===== src/rtl/program_loader.sv =====
// Byte-stream program loader: assembles 16-bit words from a framed byte stream,
// writes them into instruction RAM and holds the CPU in reset until a good checksum.
module program_loader #(
  parameter int ADDR_W = 6,
  parameter int DEPTH  = 64,
  parameter int DATA_W = 16
) (
  input  logic              clk,
  input  logic              rst,
  input  logic              start,
  input  logic              in_valid,
  input  logic [7:0]        in_data,
  output logic              in_ready,
  output logic              ram_we,
  output logic [ADDR_W-1:0] ram_addr,
  output logic [DATA_W-1:0] ram_din,
  output logic              cpu_rst,
  output logic              busy,
  output logic              done,
  output logic              error,
  output logic [6:0]        words_loaded
);

  typedef enum logic [2:0] {
    S_IDLE,
    S_LEN,
    S_HI,
    S_LO,
    S_WR,
    S_CHK,
    S_DONE,
    S_ERR
  } state_t;

  localparam logic [7:0] DEPTH_B = 8'(DEPTH);

  state_t              state;
  state_t              state_next;
  logic [ADDR_W-1:0]   addr;
  logic [DATA_W-1:0]   din;
  logic [7:0]          hi;
  logic [7:0]          chk;
  logic [6:0]          count;
  logic [6:0]          wl;

  logic accept;
  logic len_bad;
  logic last_word;

  // in_ready is a pure state decode, so accept never depends combinationally on itself
  assign accept    = in_valid && in_ready;
  assign len_bad   = (in_data == '0) || (in_data > DEPTH_B);
  assign last_word = (wl + 7'd1) == count;

  always_ff @(posedge clk) begin
    if (rst) begin
      state <= S_IDLE;
    end else begin
      state <= state_next;
    end
  end

  always_comb begin
    state_next = state;
    unique case (state)
      S_IDLE:  if (start) state_next = S_LEN;
      S_LEN:   if (accept) state_next = len_bad ? S_ERR : S_HI;
      S_HI:    if (accept) state_next = S_LO;
      S_LO:    if (accept) state_next = S_WR;
      S_WR:    state_next = last_word ? S_CHK : S_HI;
      S_CHK:   if (accept) state_next = (in_data == chk) ? S_DONE : S_ERR;
      S_DONE:  if (start) state_next = S_LEN;
      S_ERR:   if (start) state_next = S_LEN;
      default: state_next = S_IDLE;
    endcase
  end

  always_comb begin
    in_ready = 1'b0;
    ram_we   = 1'b0;
    cpu_rst  = 1'b1;
    busy     = 1'b0;
    done     = 1'b0;
    error    = 1'b0;
    unique case (state)
      S_LEN, S_HI, S_LO, S_CHK: begin
        in_ready = 1'b1;
        busy     = 1'b1;
      end
      S_WR: begin
        ram_we = 1'b1;
        busy   = 1'b1;
      end
      S_DONE: begin
        cpu_rst = 1'b0;
        done    = 1'b1;
      end
      S_ERR:   error = 1'b1;
      default: ;
    endcase
  end

  // Address advances only when another word follows, so it holds N-1 after the load
  always_ff @(posedge clk) begin
    if (rst) begin
      addr  <= '0;
      din   <= '0;
      hi    <= '0;
      chk   <= '0;
      count <= '0;
      wl    <= '0;
    end else begin
      unique case (state)
        S_LEN: begin
          if (accept && !len_bad) begin
            count <= in_data[6:0];
            addr  <= '0;
            chk   <= '0;
            wl    <= '0;
          end
        end
        S_HI: begin
          if (accept) begin
            hi  <= in_data;
            chk <= chk ^ in_data;
          end
        end
        S_LO: begin
          if (accept) begin
            din <= DATA_W'({hi, in_data});
            chk <= chk ^ in_data;
          end
        end
        S_WR: begin
          wl <= wl + 7'd1;
          if (!last_word) addr <= addr + ADDR_W'(1);
        end
        default: ;
      endcase
    end
  end

  assign ram_addr     = addr;
  assign ram_din      = din;
  assign words_loaded = wl;

endmodule


===== config.mk =====
export PLATFORM = sky130hd
export DESIGN_NAME = program_loader
export DESIGN_NICKNAME = d
export VERILOG_FILES = /design/src/rtl/program_loader.sv
export SDC_FILE = /design/constraint.sdc
export NUM_CORES = 1
export LEC_CHECK = 0
export CORE_ASPECT_RATIO = 0.6
export CORE_MARGIN = 2
export CORE_UTILIZATION = 53
export CTS_BUF_LIST = sky130_fd_sc_hd__clkbuf_8 sky130_fd_sc_hd__clkbuf_16
export DETAILED_ROUTE_END_ITERATION = 6
export PLACE_DENSITY = 0.78
export SLEW_MARGIN = 10
export SYNTH_ARGS = -nofsm -noshare
export SYNTH_HDL_FRONTEND = slang
export SYNTH_SLANG_ARGS = --single-unit

===== constraint.sdc =====
create_clock -name clk -period 2.2 [get_ports clk]
set_input_delay 0.44 -clock clk [delete_from_list [all_inputs] [get_ports clk]]
set_output_delay 0.44 -clock clk [all_outputs]
set_load 0.05 [all_outputs]

# After elaboration in Yosys (flattened, before gate mapping)
# Index checks and enable logic that the tools add are counted.
# op_classes
n_addsub	2
n_lt_le_gt_ge	1
n_eq_ne	17
muxes	23
n_bitwise	1
n_reduce_logical	19
# ops
cell	count
$mux W3	7
$pmux W3 S6	1
$mux W8	2
$pmux W8 S2	1
$pmux W7 S2	1
$eq A3 B3 Y1 const B	4
$mux W6	2
$ne A2 B2 Y1 const B	6
$pmux W6 S2	1
$eq A8 B8 Y1	1
$gt A8 B7 Y1 const B	1
$logic_not A8 Y1	1
$reduce_and A2 Y1	4
$xor A8 B8 Y8	1
$add A7 B1 Y7 const B	1
$eq A7 B7 Y1	1
$mux W1	7
$mux W7	1
$add A6 B1 Y6 const B	1
$eq A3 B2 Y1 const B	2
$reduce_and A3 Y1	2
$reduce_and A5 Y1	1
$reduce_or A5 Y1	1
$ne A2 B1 Y1 const B	2
other kinds (9)	11
# totals
regBits	55
inputBits	12
output_inout_bits	35
elab_cells	70

# Depth between registers and ports, before layout
# logic_depth
depth_word	7
mapped_depth	8

# Least setup slack after synthesis
# No wires, ideal clock.
# synth_path
path_type	reg-to-reg
start	reg wl[0] (netlist: words_loaded[0])
end	reg state[0]
t_arrival_ns	2.392
t_required_ns	2.104
path_slack_ns	-0.288
stages_incl_launch_ff	9
n_path_buf	1
cell_sequence	dfxtp_1 -> ha_1 -> and3_1 -> nand3_1 -> xnor2_1 -> a2111oi_2 -> buf_6 -> nor2_2 -> o41ai_2
# synth_via
elab_chain_len	4
# synth_lines
item	line_no	rtl
from (decl)	44	logic [6:0] wl;
from (signal assigned)	135	wl <= wl + 7'd1;
$add A7 B1 Y7	53	assign last_word = (wl + 7'd1) == count;
$eq A7 B7 Y1	53	
$mux W3	70	S_WR: state_next = last_word ? S_CHK : S_HI;
$pmux W3 S6	65	unique case (state)
to (signal assigned)	59	state <= state_next;
to (decl)	37	state_t state;
# Every way passes these cells.
# A chain may end at the register's enable or synchronous reset.

# Worst setup path in the final report
# layout_path
start	reg wl[0] (netlist: words_loaded[0])
end	reg addr[3] (netlist: ram_addr[3])
# layout_via
elab_chain_len	4
# layout_lines
item	line_no	rtl
$add A7 B1 Y7	53	
$eq A7 B7 Y1	53	
$ne A2 B2 Y1 (no source line)	n/a	
$reduce_and A3 Y1 (no source line)	n/a	
to (signal assigned)	136	if (!last_word) addr <= addr + ADDR_W'(1);
to (decl)	39	logic [ADDR_W-1:0] addr;
# Every way passes these cells.

==> flow_summary.ini <==
[synth]
ys_dominant_reg_cell = dfxtp_1
synth_xor_xnor_area_share_pct = 4.17
syn_inst = 331
synth_adder_area_share_pct = 0.917
yosysTopAreaCellShare_pct = 40.3
yosysWarnings = 0
ys_seq_elements = 55
synth.avg_cell_area_um2 = 8.25
yosysTopAreaCell = dfxtp_1
synth-async-reset-ratio_pct = 0
syn_area_um2 = 2730
synth_mux_area_share_pct = 8.07
synth_simple_gate_area_share_pct = 24.9
synth_fp_nets = 345
synth_top_family_by_area = simple AND/OR/NAND/NOR gates
yosys-top-cells-area = dfxtp_1 (40%), mux2i_1 (8.1%), nand2_1 (6.7%)
synth-compound-area-share_pct = 16.9
yosysUniqueCellTypes = 44
synth_edf_count = 0
synth_seq_area_share_pct = 40.3

[critical_path]
cp_cell_sequence = ha_4 -> nand2b_1 -> a21o_1 -> a31oi_4 -> a2111oi_4 -> buf_4 -> or4_4 -> a31oi_1
crit_path_end_kind = flop
required_ns = 2.44
critPathMaxFanout = 6
arrival_ns = 2.39
start_kind = flop
cpPeakStageDelay_ns = 0.48
cpMaxStageDelayCell = or4_4
worst-setup-path-type = reg2reg

[final_layout]
area_delta_synth_final_pct = 32.1
design_area_um2 = 3610
postLayoutCoreUtil_pct = 72.1
drive_gt1_share_pct = 18.4
final_cell_mix = dfxtp_1 (50), nand2_1 (49), clkdlybuf4s50_1 (35)
final_common_cell = dfxtp_1
num-nets-final = 404
antenna_cells = 0

[global_routing]
track_usage_pct = 24.4
grt_pass1_wl_mm = 11.2
grt_max_degree = 59
grt-ovfl-total = 0
grt_pass1_vias = 2245
grt_antenna_before_repair = 0

[sta]
drv_slew = 0
setup_ws_ns = 0.0500
fin_tns_setup_ns = 0
fmax_mhz = 465
maxSlewHeadroom_pct = 61.1
tightest_slew_ns = 0.583
skew_ns = 0.00993
hold_viol_final = 0
finalSetupViolCount = 0
min_period_over_period_pct = 97.7
period_minus_slack_ns = 2.15

[clocking]
root_buffer = clkbuf_8
tritoncts = yes
clock_sinks = 55
clock_latency_ns = 0.32
cts_buffers = 5
path_clk_slew_ns = 0.10
h-tree-depth = 2
hold_buffers = 0
clockBufferDepth = 2

[floorplan]
core_area_um2 = 5000
initial_utilization_pct = 54.5
die_area_um2 = 5760
die_x_um = 96.7
die_h_um = 59.6
io_pins = 47
rows = 20

[power]
vdd_ir_drop_max_mv = 0.880
finalPower_uw = 3040
leakage_uw = 0.00138
p_per_area_nw_per_um2 = 844

[route]
drc = 0
drt_pass1_iterations = 4
wirelength_mm = 6.90
ant_nets = 0
via_per_inst = 5.57
drt-initial-drc-count = 178
post_drt_wl_per_cell_um = 15.1
vias = 2545

[placement]
io_buffers = 46
place_ws_ns = -0.476
place.gp.congestion = 0.871
hpwl_mm = 4.77
place_area_um2 = 3370

[min_path]
hold_path.class = reg2reg

[status]
status = finished, final reports clean

[flow_run]
max_cap_viol_count = 0
[stage by stage]
step	instances	hold slack, ns
after floorplan	331	0.431
after global placement	442	0.442
after detailed placement	442	0.449
after CTS	454	0.462
after global routing	457	0.478
final	457	0.458
[cell type report]
class,count,area [um^2]
clock buffer,5,68.8
timing repair buffer,77,714
inverter,5,18.8
multi-input combinational,246,1600
clock inverter,3,15.0
sequential,55,1110
tap,66,82.6
fill,406,1400
[path summary, 6_finish.rpt]
| check | to | slack (ns) | depth (start not counted) | start |
|---|---|---|---|---|
| hold reg to reg | ram_din[15] | 0.46 | 2 | ram_din[15] |
| setup reg to reg | ram_addr[3] | 0.05 | 8 | words_loaded[0] |
| setup / recovery | ram_addr[3] | 0.05 | 8 | words_loaded[0] |
| hold / removal | ram_din[15] | 0.46 | 2 | ram_din[15] |
[worst max-delay path: cells and delay by family (launching register included)]
family / cells / cell delay [ns]
AO/OA/AOI/OAI: 4 / 0.71
flip-flops: 1 / 0.38
adder cells (fa/ha/maj): 1 / 0.18
AND/OR/NAND/NOR: 2 / 0.63
buffers and inverters: 1 / 0.18
[power by group]
part / total (uW) / switching (uW) / internal (uW)
Clock: 554 / 335 / 219
Sequential: 1190 / 106 / 1080
Combinational: 1300 / 760 / 540
Total: 3040 / 1200 / 1840
[Yosys cell counts (3+ instances only)]
cell type,count
nor2b_1,5
o21ai_0,5
a22oi_1,8
nor2_1,30
and3_1,3
or3_1,4
or4_1,5
nor3_1,5
or2_2,3
o21ai_1,5
xnor2_1,5
xor2_1,8
nand2_1,49
a31oi_1,7
inv_1,5
o211ai_1,4
nand3b_1,4
a21oi_1,29
nand3_1,13
mux2i_1,22
a21o_1,4
dfxtp_1,55
clkbuf_1,20
nand2b_1,6
[state kept, by name, indices dropped and copies added (netlist names)]
register / flops
words_loaded: 7
state: 3
ram_din: 16
count: 7
ram_addr: 6
hi: 8
chk: 8
[kinds of logic (layout without fill, tap and decap cells)]
family,count (synthesis),in the layout
muxes,22,22
and+or+nand+nor,139,139
AOI/OAI and AO/OA,70,70
adders and majority gates,2,2
DFF,55,55
xor gates and xnor gates,13,13
buffers and inverters,30,90
[routing by layer]
layer / GRT usage, % / up-vias / routed length, um
met5: 0 / - / 0
met1: 37.5 / 1196 / 3570
met2: 34.9 / 73 / 2840
li1: - / 1268 / -
met3: 4.13 / 8 / 412
met4: 7.24 / 0 / 70
[what timing repair did]
action | 4_1_cts | 5_1_grt
pin swaps | 3 | 9
hold endpoints to repair | 0 | 0
endpoints found under the setup margin | 28 | 26
cloned | 1 | 1
buffers inserted | 3 | 2
gates resized for setup | 11 | 10
(Power assumes the default switching activity.)
